[config.mk]
export PLATFORM = sky130hd
export DESIGN_NAME = digit_motion_ctrl
export DESIGN_NICKNAME = d
export VERILOG_FILES = /design/src/rtl/digit_motion_pkg.sv /design/src/rtl/digit_motion_tick_gen.sv /design/src/rtl/digit_motion_ctrl.sv
export SDC_FILE = /design/constraint.sdc
export NUM_CORES = 1
export LEC_CHECK = 0
export ABC_AREA = 1
export BUFFER_PORTS_ARGS = -buffer_cell sky130_fd_sc_hd__buf_2
export CAP_MARGIN = 5
export CORE_MARGIN = 2
export CORE_UTILIZATION = 45
export CTS_CLUSTER_SIZE = 30
export DETAILED_ROUTE_END_ITERATION = 10
export PLACE_DENSITY = 0.6
export SLEW_MARGIN = 5
export SYNTH_ARGS = -nofsm -noshare
export SYNTH_HDL_FRONTEND = slang
export SYNTH_SLANG_ARGS = --single-unit
export TNS_END_PERCENT = 50
[constraint.sdc]
create_clock -name clk -period 3.5 [get_ports clk]
set_input_delay 0.7 -clock clk [delete_from_list [all_inputs] [get_ports clk]]
set_output_delay 0.7 -clock clk [all_outputs]
set_load 0.03 [all_outputs]
[src/rtl/digit_motion_pkg.sv]
// Shared definitions for the moving-digit position generators: FSM state
// encoding and OLED panel geometry.
package digit_motion_pkg;

   localparam int unsigned OLED_WIDTH  = 96;
   localparam int unsigned OLED_HEIGHT = 64;

   // Coordinate width able to address any pixel on either panel axis
   localparam int unsigned OLED_COORD_W =
      $clog2((OLED_WIDTH > OLED_HEIGHT) ? OLED_WIDTH : OLED_HEIGHT);

   typedef enum logic [2:0] {
      IDLE     = 3'd0,
      HOLD     = 3'd1,
      MOVE_INC = 3'd2,
      MOVE_DEC = 3'd3,
      DWELL    = 3'd4
   } state_e;

endpackage

[src/rtl/digit_motion_tick_gen.sv]
// Enable-gated prescaler: registered one-clk tick every DIV cycles while en is
// high; count and tick are held at zero while en is low.
module tick_gen #(
   parameter int unsigned DIV = 4
) (
   input  logic clk,
   input  logic rst_n,
   input  logic en,
   output logic tick
);

   localparam int unsigned CNT_W = (DIV > 1) ? $clog2(DIV) : 1;

   logic [CNT_W-1:0] count;

   // tick is registered one count early so it is high exactly while count==DIV-1
   always_ff @(posedge clk or negedge rst_n) begin
      if (!rst_n) begin
         count <= '0;
         tick  <= 1'b0;
      end else if (!en) begin
         count <= '0;
         tick  <= 1'b0;
      end else begin
         tick  <= (count == CNT_W'(DIV - 2));
         count <= (count == CNT_W'(DIV - 1)) ? '0 : count + 1'b1;
      end
   end

endmodule

[src/rtl/digit_motion_ctrl.sv]
// Bouncing coordinate generator for one axis of a moving digit.
// Optional endpoint dwell is enabled by defining DIGIT_DWELL_EN.
module digit_motion_ctrl
   import digit_motion_pkg::*;
#(
   parameter int unsigned COORD_W     = OLED_COORD_W,
   parameter int unsigned TICK_DIV    = 4000000,
   parameter int unsigned STEP        = 1,
   parameter int unsigned DWELL_TICKS = 8
) (
   input  logic               clk,
   input  logic               rst_n,
   input  logic               set,
   input  logic [COORD_W-1:0] lower_bound,
   input  logic [COORD_W-1:0] upper_bound,
   output logic [COORD_W-1:0] coord,
   output logic               dir_inc,
   output logic               edge_hit,
   output logic               busy
);

   localparam int unsigned SUM_W = COORD_W + 1;
   localparam logic [SUM_W-1:0] STEP_W = SUM_W'(STEP);

   if (TICK_DIV < 2 || STEP < 1 || DWELL_TICKS < 1) begin : g_param_check
      $error("digit_motion_ctrl: TICK_DIV>=2, STEP>=1, DWELL_TICKS>=1 required");
   end

`ifdef DIGIT_DWELL_EN
   localparam int unsigned DWELL_W = (DWELL_TICKS > 1) ? $clog2(DWELL_TICKS) : 1;
   localparam state_e AFTER_HI = DWELL;
   localparam state_e AFTER_LO = DWELL;
   logic [DWELL_W-1:0] dwell_cnt;
`else
   localparam state_e AFTER_HI = MOVE_DEC;
   localparam state_e AFTER_LO = MOVE_INC;
`endif

   state_e             state;
   logic               tick;
   logic [COORD_W-1:0] lo_q;
   logic [COORD_W-1:0] hi_q;
   logic [SUM_W-1:0]   inc_sum;
   logic [SUM_W-1:0]   dec_lim;

   tick_gen #(
      .DIV (TICK_DIV)
   ) u_tick_gen (
      .clk   (clk),
      .rst_n (rst_n),
      .en    (busy),
      .tick  (tick)
   );

   // One extra bit so an overshoot past the top bound cannot wrap
   assign inc_sum = {1'b0, coord} + STEP_W;
   assign dec_lim = {1'b0, lo_q} + STEP_W;

   always_ff @(posedge clk or negedge rst_n) begin
      if (!rst_n) begin
         state    <= IDLE;
         coord    <= '0;
         dir_inc  <= 1'b1;
         edge_hit <= 1'b0;
         busy     <= 1'b0;
         lo_q     <= '0;
         hi_q     <= '0;
`ifdef DIGIT_DWELL_EN
         dwell_cnt <= '0;
`endif
      end else begin
         edge_hit <= 1'b0;
         if (!set) begin
            // Parking beats any pending move, including one on this tick
            state   <= IDLE;
            coord   <= lower_bound;
            dir_inc <= 1'b1;
            busy    <= 1'b0;
`ifdef DIGIT_DWELL_EN
            dwell_cnt <= '0;
`endif
         end else begin
            case (state)
               IDLE: begin
                  coord   <= lower_bound;
                  dir_inc <= 1'b1;
                  lo_q    <= lower_bound;
                  hi_q    <= upper_bound;
                  if (lower_bound < upper_bound) begin
                     state <= MOVE_INC;
                     busy  <= 1'b1;
                  end else begin
                     state <= HOLD;
                     busy  <= 1'b0;
                  end
               end
               HOLD: begin
                  coord <= lo_q;
               end
               MOVE_INC: begin
                  if (tick) begin
                     if (inc_sum >= {1'b0, hi_q}) begin
                        coord    <= hi_q;
                        edge_hit <= 1'b1;
                        dir_inc  <= 1'b0;
                        state    <= AFTER_HI;
                     end else begin
                        coord <= inc_sum[COORD_W-1:0];
                     end
                  end
               end
               MOVE_DEC: begin
                  // Clamp when this step would land on or below the floor
                  if (tick) begin
                     if ({1'b0, coord} <= dec_lim) begin
                        coord    <= lo_q;
                        edge_hit <= 1'b1;
                        dir_inc  <= 1'b1;
                        state    <= AFTER_LO;
                     end else begin
                        coord <= coord - COORD_W'(STEP);
                     end
                  end
               end
`ifdef DIGIT_DWELL_EN
               DWELL: begin
                  // dir_inc already holds the reversed direction
                  if (tick) begin
                     if (dwell_cnt == DWELL_W'(DWELL_TICKS - 1)) begin
                        dwell_cnt <= '0;
                        state     <= dir_inc ? MOVE_INC : MOVE_DEC;
                     end else begin
                        dwell_cnt <= dwell_cnt + 1'b1;
                     end
                  end
               end
`endif
               default: begin
                  state <= IDLE;
                  busy  <= 1'b0;
               end
            endcase
         end
      end
   end

endmodule
Word level (Yosys, flattened, before mapping)
Cells that the tools add are included. W data, S select, Z words.

Flip-flop bits (word level): 50. Bits of input ports: 17. Output and inout bits: 10. Logic and storage cells: 66.

Add/subtract/negate cells: 4. Order comparisons: 3. Equal/unequal tests: 13. Mux-type cells: 31. Reduce and logical (&&, ||, !) cells: 6.

Operators with widths (count): $eq A22 B22 Y1 const B (2); $mux W22 (2); $mux W7 (5); $pmux W7 S4 (1); $add A22 B1 Y22 const B (1); $add A7 B1 Y8 const B (2); $mux W3 (5); $mux W1 (13); $pmux W3 S4 (1); $reduce_and A5 Y1 (2); $ge A8 B7 Y1 (1); $le A7 B8 Y1 (1); $lt A7 B7 Y1 (1); $sub A7 B1 Y7 const B (1); $eq A3 B2 Y1 const B (2); $ne A3 B2 Y1 const B (2); $ne A3 B3 Y1 const B (2); $ne A5 B1 Y1 const B (1); $ne A2 B2 Y1 const B (2); $ne A4 B1 Y1 const B (1); $pmux W1 S2 (2); $eq A3 B1 Y1 const B (1); $logic_not A3 Y1 (1); $pmux W1 S3 (1); 4 further kinds (4).

Longest topological paths before layout
Gate-level depths: netlist of run 1.

Word-level depth: 6. Depth in mapped cells: 17. Gate-level depth less buffers: 17.

Modules after synthesis
From an unflattened synthesis of run 1, not the netlist that was laid out.

Cell total of the unflattened synthesis: 522. Area total of the unflattened synthesis: 3727.3 µm².

By module, submodules not included: digit_motion_ctrl (instances 1, cells each 352, area each 2414.8 µm², seq. area each 651.9 µm²); tick_gen (instances 1, cells each 170, area each 1312.5 µm², seq. area each 575.6 µm²).

Worst setup path before layout of run 1
No wires, ideal clock.

Kind: flip-flop to flip-flop. Start point: register coord[0]. End point: register state[0]. Library setup time: 0.117 ns. Arrival time: 2.390 ns. Required time: 3.383 ns. Setup slack: 0.994 ns. Cell stages (with the launch flop): 17. Buffers on the path: 0. Clock period less this slack: 2.506 ns. Cells stage by stage: dfrtp_1 > ha_1 > nand2_1 > nor2_1 > nand2_1 > xor2_1 > inv_1 > ha_1 > a21oi_1 > and2_0 > nand2_1 > inv_2 > nand2_2 > inv_2 > nand3_1 > nand3_1 > nand2_1.

Longest elaborated chain between the ends: 4. Elaborated cells on any way between the ends: 6. Classes of those cells: 1 x add/sub; 2 x order compare; 2 x eq/ne; 1 x reduce/logical.

Ends and longest elaborated chain: from (decl) (RTL line digit_motion_ctrl.sv:16) `output logic [COORD_W-1:0] coord,`; from (signal assigned) (RTL line digit_motion_ctrl.sv:76) `coord <= lower_bound;`; from (signal assigned) (RTL line digit_motion_ctrl.sv:85) `coord <= lower_bound;`; from (signal assigned) (RTL line digit_motion_ctrl.sv:98) `coord <= lo_q;`; $add A7 B1 Y8 (RTL line digit_motion_ctrl.sv:56) `assign inc_sum = {1'b0, coord} + STEP_W;`; $ge A8 B7 Y1 (RTL line digit_motion_ctrl.sv:102) `if (inc_sum >= {1'b0, hi_q}) begin`; $ne A3 B3 Y1 (no source line); $reduce_and A5 Y1 (no source line) (*); to (signal assigned) (RTL line digit_motion_ctrl.sv:61) `state <= IDLE;`; to (signal assigned) (RTL line digit_motion_ctrl.sv:106) `state <= AFTER_HI;`; to (signal assigned) (RTL line digit_motion_ctrl.sv:119) `state <= AFTER_LO;`; to (decl) (RTL line digit_motion_ctrl.sv:39) `state_e state;`.

Every way passes the cells marked *; elsewhere a longest branch is shown, timed or not. A chain may end at the register's enable or synchronous reset.

Worst setup path in the final report of run 1
Start point: register coord[0]. End point: register coord[4].

Longest elaborated chain between the ends: 6. Elaborated cells on any way between the ends: 10. Classes of those cells: 2 x add/sub; 2 x order compare; 6 x mux.

Ends and longest elaborated chain: $add A7 B1 Y8 (RTL line digit_motion_ctrl.sv:56); $ge A8 B7 Y1 (RTL line digit_motion_ctrl.sv:102); $mux W7 (RTL line digit_motion_ctrl.sv:102); $mux W7 (RTL line digit_motion_ctrl.sv:101) `if (tick) begin`; $pmux W7 S4 (*) (RTL line digit_motion_ctrl.sv:83) `case (state)`; $mux W7 (*) (RTL line digit_motion_ctrl.sv:73) `if (!set) begin`.

Every way passes the cells marked *; elsewhere a longest branch is shown, timed or not. The select of a mux whose other input is x is not followed.

==> results of run 1 <==
## cell usage after synthesis (all sizes together), types with 5 or more instances
cell type	instances
a21oi	24
a31oi	9
buf	5
dfrtp	48
ha	25
inv	79
nand2	115
nand3	50
nand4	18
nor2	45
nor3	6
o21ai	21
xnor2	5
xor2	14
## cells by family after synthesis
family          count (synthesis)
simple gates                  241
buf+inv                        89
compound gates                 60
flops                          49
fa+ha+maj                      25
xor+xnor                       19
## how the worst max path moves through the flow
stage,startpoint,end,slack [ns]
4_1_cts,coord[0],coord[4],0.71
2_1_floorplan,coord[0],state[0],0.99
5_1_grt,coord[0],coord[4],0.41
3_5_place_dp,coord[0],coord[4],0.75
3_3_place_gp,coord[0],coord[2],0.75
6_report,coord[0],coord[4],0.67
## power breakdown
| part | switching, mW | internal [mW] |
|---|---|---|
| Clock | 0.191 | 0.142 |
| Sequential | 0.218 | 0.705 |
| Combinational | 1.05 | 0.539 |
## per-stage QoR
stage	hold slack (ns)	utilization [%]	power (mW)	worst slack, ns
floorplan	0.404	-	2.09	0.994
global placement	0.458	49.0	2.49	0.745
detailed placement	0.456	49.0	2.50	0.747
CTS	0.469	50.1	2.85	0.715
global route	0.482	50.1	3.16	0.407
finish	0.472	50.1	2.84	0.674
## flip-flops by register name, summed over array words and instances, names as in the netlist
signal	flops
coord	7
state	2
u_tick_gen.tick	1
dir_inc	1
lo_q	7
busy	1
edge_hit	1
hi_q	7
u_tick_gen.count	22
## per-layer routing
metal	share of wire (%)	wire length (microns)
met5	0	0
met1	52	4480
met2	43	3680
met3	3.9	332
met4	1.2	101
## area by class of cell
type	instances	area share, %
Inverter	80	7.84
Sequential cell	49	32.0
Timing Repair Buffer	27	3.59
Tap cell	102	3.33
Clock buffer	7	1.99
Clock inverter	1	0.196
Multi-Input combinational cell	345	51.0
## worst max-delay path: cells and delay by family (launching register included)
kind                     cells  cell delay [ns]
AND/OR/NAND/NOR             11             1.16
flip-flops                   1             0.54
adder cells (fa/ha/maj)      2             0.53
XOR/XNOR                     1             0.20
buffers and inverters        2             0.19
AO/OA/AOI/OAI                1             0.14
==> flow_metrics.tcl, run 1 <==
set metrics [dict create \
    yosys.cell_types.count 34 \
    grt_first_pass_wirelength_microns 14400 \
    grt_usage_pct 21.1 \
    coreArea_sq_um 7650 \
    synth_top_family_by_area "simple AND/OR/NAND/NOR gates" \
    clkTransAtPathRegs_ns 0.09 \
    hold_viol 0 \
    cp-start-kind "flip-flop" \
    cts-resized-gates 0 \
    ys_top_cells_by_area "dfrtp_1, nand2_1, ha_1, inv_1, nand3_1" \
    cp.required_ns 3.75 \
    fp.dieW_microns 92.5 \
    yosys-mux-area-fraction_pct 0 \
    antenna_cells 0 \
    grtUsageMet3_pct 2.77 \
    syn_area_sq_um 3520 \
    met1_usage_pct 32.0 \
    worst-setup-path-type "reg2reg" \
    fin_cells 611 \
    synthAdderAreaFrac_pct 8.88 \
    gp_congestion 0.870 \
    start_util_pct 46.1 \
    port_buffers 26 \
    r2r_start "coord[0]" \
    setup_viol 0 \
    postCtsSetupBuffers 0 \
    leakagePower_nw 1.95 \
    hpwl_microns 6650 \
    grt_busiest_layer "met1" \
    ctsHtreeMaxLevel 2 \
    cts_buffers 5 \
    synthCells 483 \
    clkSinkCount 49 \
    final_max_slew_viol_count 0 \
    min_path_type "reg2reg" \
    status "finished, final reports clean" \
    grt_use_met2_pct 31.9 \
    final_antenna_net_count 0 \
    hold_end "dir_inc" \
    crit_top_cell "nand2_1" \
    synth-edff-count 0 \
    hold_path_startpoint "dir_inc" \
    place_area_sq_um 3750 \
    rsz0062_at_grt "no" \
    finClkSkew_ns 0.00680 \
    worst_pin_slew_ns 0.992 \
    num_io_pins 27 \
    clock-root-buffer "clkbuf_8" \
    setup-tns-final_ns 0 \
    post-route-drc-count 0 \
    wl_per_cell_microns 14.1 \
    fp-row-count 32 \
    clk_latency_ns 0.31 \
    slew_headroom_pct 33.4 \
    hold_depth 2 \
    n_fill_cell 763 \
    synth-compound-area-share_pct 9.27 \
    fin_nets 550 \
    dp.cells 603 \
    clock_tree.buffer_depth 2 \
    multiInputGateArea_sq_um 1950 \
    max_freq_mhz 354 \
    yosys_warnings 0 \
    vias_per_cell 5.18 \
    min_period_ns 2.83 \
    cts_hold_buf 0 \
    dr.pass1.iters 5 \
    first_iter_violations 266 \
    wl_microns 8600 \
    dieArea_sq_um 8550 \
    layout-area-overhead-vs-synth_pct 8.77 \
    final_common_cell "nand2_1" \
    regArea_sq_um 1230 \
    dieHeight_microns 92.5 \
    seq_area_frac_synth_pct 34.8 \
    r2r-end "coord[4]" \
    crit_path_top_delay_cell "dfrtp_1" \
    cts_tree "done" \
    syn-num-nets 525 \
    yosys.area_share.xor_xnor_pct 4.72 \
    drive_gt1_share_pct 11.4 \
    global_route.overflow_total 0 \
    post-route-cell-area_sq_um 3830 \
    syn_avg_cell_area_sq_um 7.29 \
    max-cap-violations 0 \
    yosys.area_share.simple_pct 32.6 \
    reg2reg_slack_ns 0.67 \
    cpPeakStageDelay_ns 0.54 \
    cp.arrival_ns 3.07 \
    grt_antenna_before_repair 0 \
    synth_ff_type "dfrtp_1" \
    vias 3164 \
    power.density_nw_per_um2 742 \
    worst-path-max-fanout 8 \
    peakVddDrop_mv 0.331 \
    worstRegToRegCells 17 \
    async_flop_share_pct 100 \
    finalCritPeriodShare_pct 80.8 \
    path_cells "ha_1 -> nand2_1 -> nor2_1 -> nand2_1 -> xor2_1 -> inv_1 -> ha_1 -> a21oi_1 -> and2_0 -> nand2_1 -> inv_2 -> nand2_2 -> nand2_1 -> nand3_1 -> nand3_1 -> nand2_1 -> nand2_1" \
    ys_seq_elements 49 \
    grt_max_degree 41 \
    grt_pass1_vias 2887 \
    synth.top_cell.area_share_pct 34.1 \
    synth_top_area_cell "dfrtp_1" \
    layout_common_cells "nand2_1, inv_1, dfrtp_1" \
    endpoint_kind "flip-flop" \
]
No activity file was read; power rests on OpenSTA's default activity.
==> run 2: changes to the inputs <==
- ABC_AREA: 1 -> 0
- PLACE_DENSITY: 0.6 -> 0.62
- clock period: 3.5 -> 2.3 ns (I/O delays scaled with it)
==> run 2 against run 1 <==
Compared with the run above: the flow now finishes with violations (setup timing); critical path depth decreased by 6; synthesized cell count is 22% lower; total power rose by 29%; clock power rose by 63%; highest routed layer unchanged; largest power group unchanged; critical endpoint is now coord[6].
==> flow_metrics.tcl, run 2 <==
set metrics [dict create \
    status "complete, but fails checks" \
    violations "setup timing" \
    synth-edff-count 0 \
    largest_reg_flops 22 \
    num_io_pins 27 \
    grt_pass1_vias 2930 \
    global_route.overflow_total 0 \
    syn-num-nets 420 \
    final_antenna_net_count 0 \
    synth-compound-area-share_pct 15.0 \
    power_mw 3.67 \
    power.density_nw_per_um2 892 \
    clkSinkCount 49 \
    endpoint_kind "flip-flop" \
    grt_max_degree 23 \
    clkTransAtPathRegs_ns 0.10 \
    port_buffers 26 \
    yosys.area_share.xor_xnor_pct 8.57 \
    setup_viol 9 \
    cpPeakStageDelay_ns 0.40 \
    slew_headroom_pct 68.0 \
    fp-row-count 31 \
    grt_antenna_before_repair 0 \
    grt_usage_pct 22.0 \
    place_area_sq_um 3920 \
    antenna_cells 0 \
    synth_top_family_by_area "simple AND/OR/NAND/NOR gates" \
    final_max_slew_viol_count 0 \
    gp_congestion 0.894 \
    async_flop_share_pct 100 \
    vias_per_cell 5.50 \
    synth_ff_type "dfrtp_1" \
    seq_area_frac_synth_pct 36.4 \
    path_cells "and3_4 -> nand3_2 -> xor2_1 -> ha_1 -> and3_4 -> o2111ai_2 -> a21oi_4 -> buf_4 -> o21ai_0 -> a21oi_1 -> a31oi_1" \
    min_path_type "in2async" \
    layout-area-overhead-vs-synth_pct 22.1 \
    dieArea_sq_um 8210 \
    post-route-cell-area_sq_um 4120 \
    max-cap-violations 0 \
    cp.arrival_ns 2.69 \
    yosys-mux-area-fraction_pct 2.67 \
    worst_pin_slew_ns 0.479 \
    cp.required_ns 2.49 \
    post-route-util_pct 56.8 \
    yosys.area_share.simple_pct 23.0 \
    ctsHtreeMaxLevel 2 \
    worst-setup-path-type "reg2reg" \
    vias 2966 \
    cts_tree "done" \
    coreArea_sq_um 7250 \
    yosys_warnings 0 \
    hold_ws_ns 0.0863 \
    hpwl_microns 6450 \
    fp.dieW_microns 90.6 \
    start_util_pct 46.5 \
    dp.cells 530 \
    clock-root-buffer "clkbuf_8" \
    dr.pass1.iters 4 \
    min_period_ns 2.50 \
    final_common_cell "dfrtp_1" \
    fin_cells 539 \
    drive_gt1_share_pct 29.3 \
    worst-path-max-fanout 5 \
    clk_latency_ns 0.31 \
    n_fill_cell 697 \
    post-route-drc-count 0 \
    synth.top_cell.area_share_pct 35.6 \
    first_iter_violations 195 \
    dpl_worst_slack_ns -0.243 \
    peakVddDrop_mv 0.471 \
    wl_per_cell_microns 15.5 \
    setup-tns-final_ns -1.01 \
    largest_register "u_tick_gen.count" \
    yosys.cell_types.count 53 \
    finalCritPeriodShare_pct 109 \
    hold_viol 0 \
    clock_tree.buffer_depth 2 \
    grt_first_pass_wirelength_microns 14600 \
    synthAdderAreaFrac_pct 9.27 \
    finClkSkew_ns 0.00329 \
    rsz0062_at_grt "yes" \
    max_freq_mhz 400 \
    crit_path_top_delay_cell "dfrtp_1" \
    cp-start-kind "flip-flop" \
    wl_microns 8380 \
    worst_slack_ns -0.200 \
    ys_seq_elements 49 \
    synth.most_common_cell "dfrtp_1" \
    syn_area_sq_um 3370 \
    syn_avg_cell_area_sq_um 8.93 \
    leakagePower_nw 1.74 \
    synthCells 378 \
    layout_common_cells "dfrtp_1, buf_4, nor2_1" \
    ys_top_cells_by_area "dfrtp_1, ha_1, xnor2_1, nor2_1, nand3_1" \
    crit_top_cell "and3_4" \
    synth_common_cells "dfrtp_1, nor2_1, nand3_1" \
    dieHeight_microns 90.6 \
    cts_buffers 5 \
    synth_top_area_cell "dfrtp_1" \
    fin_nets 481 \
]
## run 2: cell types whose count changed after synthesis, moves of 8 or more
cell and change:
nand2_1 -85, inv_1 -55, nand3_1 -16, xnor2_1 +16, a21oi_1 -12, nand4_1 -10
mux2_2 +8, o211ai_1 +8
## run 2: worst max-delay path: cells and delay by family, from the launching register on
kind	cells	cell delay (ns)
compound gates	5	0.87
fa+ha+maj	1	0.32
xor+xnor	1	0.14
flops	1	0.40
buf+inv	1	0.14
simple gates	3	0.52
## run 2: layer usage
metal  GRT usage (%)  up-vias  routed length [microns]
li1                -     1463                        -
met1            34.3     1436                     4290
met2            32.4       59                     3660
met3            2.84        8                      347
met4            4.62        0                       79
met5               0        -                        0
## run 2: kinds of logic after synthesis
family | Yosys count
XOR/XNOR | 33
AO/OA/AOI/OAI | 78
multiplexers | 8
AND/OR/NAND/NOR | 150
buffers and inverters | 35
adder cells (fa/ha/maj) | 25
flip-flops | 49
## run 2: final timing paths
kind                                     start                   to  slack (ns)  cells past startpoint
max reg2reg                            lo_q[1]             coord[6]       -0.20                     11
max in group asynchronous                rst_n              dir_inc        1.57                      2
min reg2reg                u_tick_gen.count[0]  u_tick_gen.count[0]        0.51                      1
min                                      rst_n              hi_q[2]        0.09                      1
max                                    lo_q[1]             coord[6]       -0.20                     11
min in group clk                upper_bound[3]              hi_q[3]        0.37                      3
## run 2: area by class of cell
| cell class | count | area (sq um) | share of cell area (%) |
|---|---|---|---|
| Multi-Input combinational cell | 294 | 2150 | 52.1 |
| Clock buffer | 5 | 68.8 | 1.67 |
| Sequential cell | 49 | 1230 | 29.9 |
| Timing Repair Buffer | 67 | 438 | 10.6 |
| Clock inverter | 3 | 26.3 | 0.638 |
| Inverter | 22 | 82.6 | 2.00 |
| Tap cell | 99 | 124 | 3.01 |
## run 2: repair_timing
action | 4_1_cts | 5_1_grt
pin swaps | 4 | 5
cloned | 0 | 0
hold buffers | 0 | 0
setup endpoints to repair | 10 | 10
gates resized for setup | 13 | 9
buffers inserted | 0 | 1
## run 2: power by group
group / switching (mW) / total [mW] / internal (mW)
registers: 0.121 / 1.11 / 0.989
logic: 1.10 / 2.02 / 0.924
clock network: 0.322 / 0.544 / 0.222
total: 1.54 / 3.67 / 2.14
